### config.mk
export PLATFORM = sky130hd
export DESIGN_NAME = spi_slave
export DESIGN_NICKNAME = d
export VERILOG_FILES = /design/src/rtl/spi_slave.sv
export SDC_FILE = /design/constraint.sdc
export NUM_CORES = 1
export LEC_CHECK = 0
export BUFFER_PORTS_ARGS = -buffer_cell sky130_fd_sc_hd__buf_2
export CORE_ASPECT_RATIO = 1.25
export CORE_MARGIN = 2
export CORE_UTILIZATION = 58
export DETAILED_ROUTE_END_ITERATION = 10
export GPL_ROUTABILITY_DRIVEN = 0
export GPL_TIMING_DRIVEN = 0
export PLACE_DENSITY = 0.83
export SKIP_CTS_REPAIR_TIMING = 1
export SYNTH_ARGS = -nofsm -noshare
export SYNTH_HDL_FRONTEND = slang
export SYNTH_SLANG_ARGS = --single-unit
### constraint.sdc
create_clock -name clock -period 3.64 [get_ports clock]
set_clock_uncertainty 0.1 [all_clocks]
set_input_delay 0.182 -clock clock [delete_from_list [all_inputs] [get_ports clock]]
set_output_delay 0.182 -clock clock [all_outputs]
set_load 0.01 [all_outputs]
### src/rtl/spi_slave.sv
// SPI mode 0 target: pins are oversampled in the clock domain and bridged to word source/sink pulses.
// Latency: pin edge to action 3 cycles with synchronizers (1 without); MISO updates one cycle after the action.
// Backpressure: none; the sink must take every put, and an empty source makes the slave shift out FILL.
//
// Ports:
//   clock, reset_n        system clock, synchronous active-low reset
//   in / get / empty      transmit word source; get is a one-cycle pulse that consumes in
//   out / put             received word sink; out is valid while put is high and holds afterwards
//   spi_cs_n, spi_clock,
//   spi_mosi, spi_miso    SPI mode 0 pins (CPOL=0, CPHA=0, MSB first)
//
// Build option: define SPI_SLAVE_SYNC_EN to put 2-flop synchronizers on the SPI input pins.
// Without it the pins feed the edge detectors directly, which is only safe for same-clock benches.

module spi_slave #(
    parameter int           W    = 8,
    parameter logic [W-1:0] FILL = {W{1'b1}}
) (
    input  logic         clock,
    input  logic         reset_n,
    input  logic [W-1:0] in,
    output logic         get,
    input  logic         empty,
    output logic [W-1:0] out,
    output logic         put,
    input  logic         spi_cs_n,
    input  logic         spi_clock,
    input  logic         spi_mosi,
    output logic         spi_miso
);

    localparam int            CW   = $clog2(W + 1);
    localparam logic [CW-1:0] LAST = CW'(W - 1);

    typedef enum logic {
        IDLE,
        ACTIVE
    } state_t;

    // {cs_n, sck, mosi}; idle levels are cs high, sck low
    localparam logic [2:0] PIN_IDLE = 3'b100;

    logic [2:0] pins;
    logic [2:0] cur;
    assign pins = {spi_cs_n, spi_clock, spi_mosi};

`ifdef SPI_SLAVE_SYNC_EN
    logic [2:0] sync1_q, sync1_d;
    logic [2:0] sync2_q, sync2_d;

    always_comb begin
        sync1_d = pins;
        sync2_d = sync1_q;
    end

    always_ff @(posedge clock) begin
        if (!reset_n) begin
            sync1_q <= PIN_IDLE;
            sync2_q <= PIN_IDLE;
        end else begin
            sync1_q <= sync1_d;
            sync2_q <= sync2_d;
        end
    end

    assign cur = sync2_q;
`else
    assign cur = pins;
`endif

    state_t        state_q, state_d;
    logic [1:0]    prev_q, prev_d;     // previous {cs_n, sck} for edge detection
    logic [1:0]    warm_q, warm_d;     // fills with ones once the input pipe holds real pin values
    logic          armed_q, armed_d;   // cs seen high since reset; blocks a restart mid-frame
    logic [CW-1:0] cnt_q, cnt_d;
    logic          done_q, done_d;     // a word completed on the last sck rise
    logic [W-1:0]  rx_q, rx_d;
    logic [W-1:0]  tx_q, tx_d;
    logic [W-1:0]  out_q, out_d;
    logic          put_q, put_d;
    logic          miso_q, miso_d;

    logic cs_fall, cs_rise, sck_rise, sck_fall;
    logic load;

    assign cs_fall  =  prev_q[1] & ~cur[2];
    assign cs_rise  = ~prev_q[1] &  cur[2];
    assign sck_rise = ~prev_q[0] &  cur[1];
    assign sck_fall =  prev_q[0] & ~cur[1];

    always_comb begin
        state_d = state_q;
        prev_d  = cur[2:1];
        warm_d  = {warm_q[0], 1'b1};
        armed_d = armed_q | (warm_q[1] & cur[2]);
        cnt_d   = cnt_q;
        done_d  = done_q;
        rx_d    = rx_q;
        tx_d    = tx_q;
        out_d   = out_q;
        put_d   = 1'b0;
        load    = 1'b0;
        get     = 1'b0;

        case (state_q)
            IDLE: begin
                cnt_d  = '0;
                done_d = 1'b0;
                if (cs_fall && armed_q) begin
                    state_d = ACTIVE;
                    load    = 1'b1;
                end
            end
            ACTIVE: begin
                // cs_rise takes priority over any coincident sck edge
                if (cs_rise) begin
                    state_d = IDLE;
                    cnt_d   = '0;
                    done_d  = 1'b0;
                end else if (sck_rise) begin
                    rx_d = {rx_q[W-2:0], cur[0]};
                    if (cnt_q == LAST) begin
                        out_d  = rx_d;
                        put_d  = 1'b1;
                        cnt_d  = '0;
                        done_d = 1'b1;
                    end else begin
                        cnt_d = cnt_q + 1'b1;
                    end
                end else if (sck_fall) begin
                    // done distinguishes a finished word from a frame with no rise yet
                    if (done_q) begin
                        load   = 1'b1;
                        done_d = 1'b0;
                    end else if (cnt_q != '0) begin
                        tx_d = {tx_q[W-2:0], 1'b0};
                    end
                end
            end
            default: state_d = IDLE;
        endcase

        if (load) begin
            if (!empty) begin
                tx_d = in;
                get  = reset_n;
            end else begin
                tx_d = FILL;
            end
        end

        miso_d = (state_q == ACTIVE) ? tx_q[W-1] : 1'b1;
    end

    always_ff @(posedge clock) begin
        if (!reset_n) begin
            state_q <= IDLE;
            prev_q  <= PIN_IDLE[2:1];
            warm_q  <= '0;
            armed_q <= 1'b0;
            cnt_q   <= '0;
            done_q  <= 1'b0;
            rx_q    <= '0;
            tx_q    <= FILL;
            out_q   <= '0;
            put_q   <= 1'b0;
            miso_q  <= 1'b1;
        end else begin
            state_q <= state_d;
            prev_q  <= prev_d;
            warm_q  <= warm_d;
            armed_q <= armed_d;
            cnt_q   <= cnt_d;
            done_q  <= done_d;
            rx_q    <= rx_d;
            tx_q    <= tx_d;
            out_q   <= out_d;
            put_q   <= put_d;
            miso_q  <= miso_d;
        end
    end

    assign out      = out_q;
    assign put      = put_q;
    assign spi_miso = miso_q;

endmodule

==> impl_metrics.ini <==
[finish]
multi_input_area_um2 = 689
nFillCells = 195
drive_above_1_share = 0.213
layout_commonest_cell = dfxtp_1
fin_area_um2 = 1760
syn_to_final_growth_pct = 19.9
final_cell_mix = dfxtp_1, nor2_1, buf_2, mux2i_1, a21oi_1
n_antenna_cell = 0
fin_cells = 221
seq_area_um2 = 721
final_net_count = 205

[worst_setup_path]
cp.arrival_ns = 2.23
timing.critical_path.buf_inv = 4
slowest_delay_ns = 0.53
path_max_fanout = 9
r2r_cells = 8
cp_cell_sequence = dlygate4sd3_1 > buf_2 > ha_1 > clkbuf_1 > nor2b_1 > a41oi_2 > nor3_1 > buf_2
worstPathRequired_ns = 3.36
worst-setup-path-type = in -> out
crit_family = buffers and inverters
cp.depth = 8
critPathMostFrequentCell = buf_2
endpoint_kind = primary output
worstSetupStartpointType = input pin
critPathSlowestCell = dlygate4sd3_1

[sta]
hold-worst-slack_ns = -0.0190
period_minus_slack_ns = 2.52
fmaxAchievable_mhz = 397
finalSetupViolCount = 0
slew_violations = 0
tns_ns = 0
worst_slew_pin_slew_ns = 0.460
hold_viol_final = 1
rsz0062_at_grt = no
fin_crit_sh = 0.691
setup_slack_ns = 1.12
slew_headroom = 0.692

[yosys]
synth_top_cell_area_share = 0.492
synth_top_area_cell = dfxtp_1
synth_xor_area_frac = 0.00598
synth_edf_count = 0
syn_area_um2 = 1470
seq_area_frac_synth = 0.492
synthSimpleGateAreaFrac = 0.196
synthCells = 153
synthMuxAreaShare = 0.117
ys_async_sr_fraction = 0
synth.distinct_cells = 30
synth_compound_gate_area_share = 0.117
ys.flop_type = dfxtp_1
ys_ff_latch = 36
synth_fa_ha_area_frac = 0.0342
syn_nets = 171
netlist_top_cells_area = dfxtp_1, mux2i_1, nor2_1
synth_top_family_by_area = simple AND/OR/NAND/NOR gates
postSynthAreaPerCell_um2 = 9.58
yosysWarnings = 0

[clock_network]
numCtsBuffers = 5
clk_latency_ns = 0.35
htreeDepth = 2
cts_tree = built
path_clk_slew_ns = 0.10
clockBufferDepth = 2
clock-root-buffer = clkbuf_4
clkSinkCount = 36

[place]
placed_area_um2 = 1620
dp.cells = 209
dp_hpwl_um = 1870
pre_cts_ws_ns = 1.65
port_buffers = 23

[floorplan]
pin_count = 25
dieHeight_um = 60.2
initial_core_util = 0.604
coreArea_um2 = 2430
dieArea_um2 = 2950
num_rows = 20
die_w_um = 49.0

[routing]
drtIter0Drc = 24
postRouteAntennaNets = 0
dr.pass1.iters = 4
routedWlPerCell_um = 12.7
finalWirelength_um = 2800
vias_per_cell = 5.23
drc = 0
via_count = 1155

[pwr]
p_per_area_nw_per_um2 = 435
p_leak_nw = 0.827
ir_drop_uv = 544

[worst_hold_path]
hp-class = in -> reg
hold_depth = 3

[status]
violations = hold timing
outcome = complete, but fails checks

[grt]
grt_first_pass_wirelength_um = 4550
track_usage = 0.208
antenna_found_initial = 0
grt_max_degree = 12
overflow = 0
grt_pass1_vias = 1028

[run]
cap_violations = 0
-- registers in the layout, summed over array words and instances (netlist names) --
register and cells:
out 8, tx_q 8, rx_q 7, cnt_q 4
prev_q 2, warm_q 2, armed_q 1, done_q 1
put 1, spi_miso 1, state_q 1
-- per-layer routing --
metal  track usage  routed length, um  up-vias
met4        0.0980                 55        0
li1              -                  -      601
met1         0.249               1230      522
met3        0.0600                132        6
met2         0.348               1390       26
met5             0                  0        -
-- stage by stage --
| step | power [mW] | utilization |
|---|---|---|
| after floorplan | 0.439 | - |
| after global placement | 0.451 | 0.668 |
| after detailed placement | 0.453 | 0.668 |
| after CTS | 0.763 | 0.707 |
| after global routing | 0.792 | 0.724 |
| final | 0.764 | 0.724 |
-- tightest hold or removal path: stages --
cell and delay, ns:
buf_2 0.09, mux2i_1 0.06, nor2_1 0.07
-- worst paths after layout --
kind / start / to / slack [ns]
hold / removal: spi_mosi / rx_q[0] / -0.02
setup reg to reg: prev_q[0] / tx_q[2] / 1.63
setup / recovery: spi_clock / get / 1.12
hold reg to reg: tx_q[7] / spi_miso / 0.36
-- final cells by class --
cell class | instances | share of cell area
clock inverter | 1 | 0.0171
inverter | 5 | 0.0107
sequential | 36 | 0.410
clock buffer | 7 | 0.0370
timing repair buffer | 27 | 0.0883
multi-input combinational | 105 | 0.392
tap | 33 | 0.0235
buffer | 7 | 0.0207
-- cell usage after synthesis, types with 2 or more instances --
cell and number:
mux2i_1 16, nand4_1 2, nand3b_1 2, buf_2 2
a21oi_1 12, nor3_1 9, clkbuf_1 2, nor2_1 33
nand2b_1 2, o31ai_1 7, nand3_1 2, inv_1 4
nand2_1 4, ha_1 4, dfxtp_1 36, buf_1 2
-- cells by family after synthesis --
kind of cell,count (synthesis)
xor+xnor,1
fa+ha+maj,4
simple gates,60
buf+inv,12
compound gates,23
mux,17
flops,36
-- power by group --
group          total [mW]  switching (mW)  internal, mW
Combinational      0.0440          0.0250        0.0191
Clock               0.316           0.134         0.182
Sequential          0.404         0.00338         0.400
(Power assumes the default switching activity.)
